--- config.mk ---
export PLATFORM = sky130hd
export DESIGN_NAME = imem_fetch_ctrl
export DESIGN_NICKNAME = d
export VERILOG_FILES = /design/src/rtl/imem_fetch_ctrl.sv
export SDC_FILE = /design/constraint.sdc
export NUM_CORES = 1
export LEC_CHECK = 0
export CORE_MARGIN = 1.5
export CORE_UTILIZATION = 30
export DETAILED_ROUTE_END_ITERATION = 10
export GPL_ROUTABILITY_DRIVEN = 0
export SKIP_CTS_REPAIR_TIMING = 1
export SYNTH_ARGS = -nofsm -noshare
export SYNTH_HDL_FRONTEND = slang
export SYNTH_SLANG_ARGS = --single-unit
--- constraint.sdc ---
create_clock -name clk -period 5.2 [get_ports clk]
set_clock_uncertainty 0.1 [all_clocks]
set_input_delay 0.52 -clock clk [delete_from_list [all_inputs] [get_ports clk]]
set_output_delay 0.52 -clock clk [all_outputs]
set_load 0.005 [all_outputs]
--- src/rtl/imem_fetch_ctrl.sv ---
// imem_fetch_ctrl: instruction-fetch controller between the core's rom_addr
// port and a variable-latency req/ack instruction memory.
//
// Handshake: imem_req stays high for every cycle the controller is in REQ
// with imem_addr held stable. A cycle with imem_req=1 and imem_ack=1
// completes the read and imem_rdata is captured on that edge. imem_ack and
// imem_rdata are ignored in every other state. rom_rdy is a one-cycle pulse
// marking a new instruction on rom_rdata.
//
// Optional feature: define FETCH_TIMEOUT_EN to abort a read after TIMEOUT
// REQ cycles without an ack. The aborted fetch returns NOP_INSTR and sets
// fetch_err.
module imem_fetch_ctrl #(
    parameter int          ADDR_W    = 32,
    parameter logic [31:0] NOP_INSTR = 32'h0000_0013,
    parameter int          TIMEOUT   = 16
) (
    input  logic              clk,
    input  logic              sys_rst_n,
    input  logic [ADDR_W-1:0] rom_addr,
    output logic [31:0]       rom_rdata,
    output logic              rom_rdy,
    output logic              imem_req,
    output logic [ADDR_W-1:0] imem_addr,
    input  logic [31:0]       imem_rdata,
    input  logic              imem_ack,
    output logic              fetch_err,
    output logic [1:0]        state_dbg,
    output logic [7:0]        wait_cnt_dbg
);

    typedef enum logic [1:0] {
        IDLE   = 2'd0,
        LAUNCH = 2'd1,
        REQ    = 2'd2,
        DONE   = 2'd3
    } state_t;

    // A TIMEOUT outside 1..255 cannot be reached by the 8-bit wait counter.
    generate
        if (TIMEOUT < 1 || TIMEOUT > 255) begin : g_timeout_out_of_range
            $error("imem_fetch_ctrl: TIMEOUT must be in 1..255");
        end
    endgenerate

`ifdef FETCH_TIMEOUT_EN
    localparam logic [7:0] TIMEOUT_LAST = 8'(TIMEOUT - 1);
`endif

    state_t            state;
    state_t            state_next;
    logic [31:0]       rdata_next;
    logic [ADDR_W-1:0] addr_next;
    logic              err_next;
    logic [7:0]        wait_cnt;
    logic [7:0]        cnt_next;

    // Next-state and datapath update: every register holds unless its state says otherwise.
    always_comb begin
        state_next = state;
        rdata_next = rom_rdata;
        addr_next  = imem_addr;
        err_next   = fetch_err;
        cnt_next   = wait_cnt;
        case (state)
            IDLE: begin
                state_next = LAUNCH;
            end
            LAUNCH: begin
                // The core moved its PC on the DONE edge, so rom_addr is the new fetch address.
                addr_next = rom_addr;
                if (rom_addr[1:0] != 2'b00) begin
                    state_next = DONE;
                    rdata_next = NOP_INSTR;
                    err_next   = 1'b1;
                end else begin
                    state_next = REQ;
                    cnt_next   = 8'd0;
                end
            end
            REQ: begin
                if (imem_ack) begin
                    // An ack in the final allowed cycle still wins over the timeout.
                    state_next = DONE;
                    rdata_next = imem_rdata;
                end
`ifdef FETCH_TIMEOUT_EN
                else if (wait_cnt == TIMEOUT_LAST) begin
                    state_next = DONE;
                    rdata_next = NOP_INSTR;
                    err_next   = 1'b1;
                end
`endif
                else if (wait_cnt != 8'hFF) begin
                    cnt_next = wait_cnt + 8'd1;
                end
            end
            DONE: begin
                state_next = LAUNCH;
            end
            default: begin
                state_next = IDLE;
            end
        endcase
    end

    // State, captured instruction, memory address, sticky error and wait counter.
    always_ff @(posedge clk or negedge sys_rst_n) begin
        if (!sys_rst_n) begin
            state     <= IDLE;
            rom_rdata <= NOP_INSTR;
            rom_rdy   <= 1'b0;
            imem_addr <= '0;
            fetch_err <= 1'b0;
            wait_cnt  <= 8'd0;
        end else begin
            state     <= state_next;
            rom_rdata <= rdata_next;
            rom_rdy   <= (state_next == DONE);
            imem_addr <= addr_next;
            fetch_err <= err_next;
            wait_cnt  <= cnt_next;
        end
    end

    // Request follows the state directly so an asynchronous reset drops it at once.
    always_comb begin
        imem_req     = (state == REQ);
        state_dbg    = state;
        wait_cnt_dbg = wait_cnt;
    end

endmodule

==> impl_metrics.xml <==
<?xml version="1.0" encoding="UTF-8"?>
<metrics>
  <group name="logic_synthesis">
    <metric name="synth-warning-count" unit="">0</metric>
    <metric name="ys_seq_area_share" unit="%">60.6</metric>
    <metric name="synth.avg_cell_area" unit="um^2">11.6</metric>
    <metric name="synth_edf_count" unit="">0</metric>
    <metric name="yosys_most_used_dff" unit="">sky130_fd_sc_hd__dfrtp_1</metric>
    <metric name="async_flop_share" unit="%">100</metric>
    <metric name="mappedNetlistNets" unit="">341</metric>
    <metric name="top_cells_by_area_synth" unit="">sky130_fd_sc_hd__dfrtp_1, sky130_fd_sc_hd__mux2_2, sky130_fd_sc_hd__nand2_1</metric>
    <metric name="synthesized_cell_area" unit="mm^2">0.00314</metric>
    <metric name="synth_largest_type_area_fraction" unit="%">58.1</metric>
    <metric name="synth_cells" unit="">270</metric>
    <metric name="synth.lib_cells_used.distinct" unit="">36</metric>
    <metric name="synth-seq-cells" unit="">76</metric>
    <metric name="biggest_area_consumer_among_synthesized_cells" unit="">sky130_fd_sc_hd__dfrtp_1</metric>
  </group>
  <group name="cells_and_area">
    <metric name="area_delta_synth_final" unit="%">56.1</metric>
    <metric name="fin_area" unit="mm^2">0.00491</metric>
    <metric name="layout.cells.most_common_list" unit="">sky130_fd_sc_hd__clkdlybuf4s50_1, sky130_fd_sc_hd__dfrtp_1, sky130_fd_sc_hd__nand2_1</metric>
    <metric name="final_layout_size_suffix_gt1_share" unit="%">14.1</metric>
    <metric name="diode_count" unit="">0</metric>
    <metric name="layout_commonest_cell" unit="">sky130_fd_sc_hd__clkdlybuf4s50_1</metric>
    <metric name="nets" unit="">483</metric>
    <metric name="fillerInstances" unit="">953</metric>
  </group>
  <group name="timing">
    <metric name="worst_slew_margin_rel" unit="%">35.6</metric>
    <metric name="fin_ws" unit="ns">2.54</metric>
    <metric name="timing_hold_violations_final" unit="">0</metric>
    <metric name="final.min_clock_period" unit="ns">2.66</metric>
    <metric name="worstMarginPinSlew" unit="ns">0.967</metric>
    <metric name="achievable-frequency" unit="MHz">376</metric>
    <metric name="totalNegativeSetupSlack" unit="ns">0</metric>
    <metric name="rsz0062_at_grt" unit="">false</metric>
    <metric name="final_min_period_over_clock_period" unit="%">51.1</metric>
    <metric name="final-setup-viol-count" unit="">0</metric>
    <metric name="finalMaxSlewViolations" unit="">0</metric>
  </group>
  <group name="floorplanning">
    <metric name="fp.dieH" unit="um">105</metric>
    <metric name="io-pin-count" unit="">144</metric>
    <metric name="std_cell_rows" unit="">37</metric>
    <metric name="fp.dieArea" unit="mm^2">0.0111</metric>
    <metric name="floorplan.initialDensity" unit="%">30.7</metric>
    <metric name="floorplan.core_area" unit="mm^2">0.0102</metric>
    <metric name="floorplan.die.width" unit="um">105</metric>
  </group>
  <group name="placed_design">
    <metric name="dpl_worst_slack" unit="ns">2.63</metric>
    <metric name="dpl_cell_area" unit="mm^2">0.00466</metric>
    <metric name="count_of_buffers_inserted_at_the_top_level_ports" unit="">143</metric>
    <metric name="dp_hpwl" unit="mm">5.51</metric>
  </group>
  <group name="global_route">
    <metric name="grt_first_pass_wirelength" unit="mm">12.9</metric>
    <metric name="grt_util_met3" unit="%">4.51</metric>
    <metric name="global_route.overflow_total" unit="">0</metric>
    <metric name="globalRouteMet2Util" unit="%">23.3</metric>
    <metric name="grt.busiest_layer" unit="">met2</metric>
    <metric name="pin_count_of_the_biggest_net_entering_global_routing" unit="">77</metric>
    <metric name="grtUsageTotal" unit="%">14.7</metric>
    <metric name="antenna_found_initial" unit="">0</metric>
    <metric name="met1_resource_use_gr" unit="%">18.2</metric>
    <metric name="vias_in_the_first_global_route" unit="">2575</metric>
  </group>
  <group name="cts">
    <metric name="h-tree-depth" unit="">3</metric>
    <metric name="clock_tree_from_tritoncts" unit="">done</metric>
    <metric name="clock_latency" unit="ns">0.35</metric>
    <metric name="cts.reportedPaths.clkPinSlew" unit="ns">0.08</metric>
    <metric name="clock_path_buffers" unit="">2</metric>
    <metric name="root_buffer" unit="">sky130_fd_sc_hd__clkbuf_8</metric>
    <metric name="numCtsBuffers" unit="">9</metric>
    <metric name="clkSinkCount" unit="">76</metric>
  </group>
  <group name="worst_setup_path">
    <metric name="worst-endpoint-required" unit="ns">4.58</metric>
    <metric name="reg2reg_from" unit="">state_dbg[1]$_DFF_PN0_</metric>
    <metric name="worst-setup-path-type" unit="">register to output pin</metric>
    <metric name="regToRegEndpoint" unit="">rom_rdata[3]$_DFFE_PN0P_</metric>
    <metric name="reg2reg_slack" unit="ns">2.72</metric>
    <metric name="worstPathArrival" unit="ns">2.04</metric>
    <metric name="endpoint_kind" unit="">output pin</metric>
    <metric name="critPathMaxFanout" unit="">41</metric>
    <metric name="cp-start-kind" unit="">register</metric>
    <metric name="worst_reg_to_reg_path_cell_count" unit="">5</metric>
  </group>
  <group name="power">
    <metric name="power_density" unit="mW/mm^2">597</metric>
    <metric name="total_leakage_power" unit="nW">2.15</metric>
    <metric name="worst_ir_drop_vdd" unit="V">0.000298</metric>
  </group>
  <group name="detailed_routing">
    <metric name="initialDrtViolationCount" unit="">63</metric>
    <metric name="detail_route.drc_violations" unit="">0</metric>
    <metric name="drtAntennaViolNets" unit="">0</metric>
    <metric name="detailroute.via_count" unit="">2525</metric>
    <metric name="wl_per_cell" unit="um">14.2</metric>
    <metric name="detail_route.wirelength" unit="mm">7.85</metric>
    <metric name="drt-vias-per-instance" unit="">4.57</metric>
    <metric name="drt_pre_antenna_iters" unit="">4</metric>
  </group>
  <group name="outcome">
    <metric name="result_of_the_run" unit="">finished clean</metric>
  </group>
  <group name="job">
    <metric name="drv_cap" unit="">0</metric>
  </group>
  <group name="hold_path">
    <metric name="hold_class" unit="">primary input to async pin</metric>
  </group>
</metrics>
==> metrics by stage <==
stage | instances | hold slack, ns | utilization [%] | power (mW)
floorplan | 270 | 0.124 | - | 1.71
global placement | 537 | 0.349 | 45.6 | 2.39
finish | 553 | 0.212 | 48.0 | 2.93
global route | 553 | 0.308 | 48.0 | 3.15
detailed placement | 537 | 0.360 | 45.6 | 2.43
CTS | 553 | 0.261 | 48.0 | 2.99
==> state kept, by name (all words and copies together) (netlist names) <==
name,flops
fetch_err,1
imem_addr,32
rom_rdata,32
rom_rdy,1
state_dbg,2
wait_cnt_dbg,8
==> worst max-delay path, cell delays in order (launching register included) <==
cell and delay (ns):
sky130_fd_sc_hd__dfrtp_1 0.44, sky130_fd_sc_hd__inv_1 0.09, sky130_fd_sc_hd__ha_1 0.18, sky130_fd_sc_hd__buf_4 0.38
sky130_fd_sc_hd__clkdlybuf4s50_1 0.58
==> worst max path at each step <==
stage	slack [ns]	to	from
2_1_floorplan	3.48	rom_rdata[17]$_DFFE_PN0P_	state_dbg[0]$_DFF_PN0_
3_3_place_gp	2.72	rom_rdata[30]$_DFFE_PN0P_	state_dbg[1]$_DFF_PN0_
3_5_place_dp	2.63	rom_rdata[3]$_DFFE_PN0P_	state_dbg[1]$_DFF_PN0_
4_1_cts	2.52	imem_req	state_dbg[0]$_DFF_PN0_
5_1_grt	2.39	imem_req	state_dbg[0]$_DFF_PN0_
6_report	2.54	imem_req	state_dbg[0]$_DFF_PN0_
==> cells in the mapped netlist, drive strengths merged (2+ instances only) <==
cell type,number
dfstp,3
nor2,7
buf,12
nand2,66
o21ai,4
dfrtp,73
inv,6
clkbuf,2
o211ai,2
mux2,32
o311ai,2
nand3,37
ha,4
a31oi,4
==> metal layers <==
layer	up-vias	share of wire, %
met2	89	48
li1	1201	-
met4	0	1.4
met3	9	7.6
met5	-	0
met1	1226	43
==> kinds of logic after synthesis <==
logic type	Yosys count	synth area share, %
AOI/OAI and AO/OA	20	5.45
adders and majority gates	4	1.59
buffers and inverters	20	3.74
DFF	76	60.6
muxes	33	11.8
and+or+nand+nor	117	16.8
==> report_power, final <==
group,total [mW],internal (mW),switching (mW),leakage [nW]
combinational,1.34,0.780,0.564,1.08
sequential,1.04,0.878,0.161,0.950
clock,0.548,0.333,0.216,0.117
==> final cells by class <==
type	count	area, um^2	share of cell area [%]
Inverter	6	22.5	0.459
Clock inverter	4	97.6	1.99
Multi-Input combinational cell	174	1120	22.9
Clock buffer	12	145	2.96
Timing Repair Buffer	145	1440	29.4
Tap cell	136	170	3.47
Sequential cell	76	1910	38.8
Note: power is estimated with default switching activity, not from simulation.
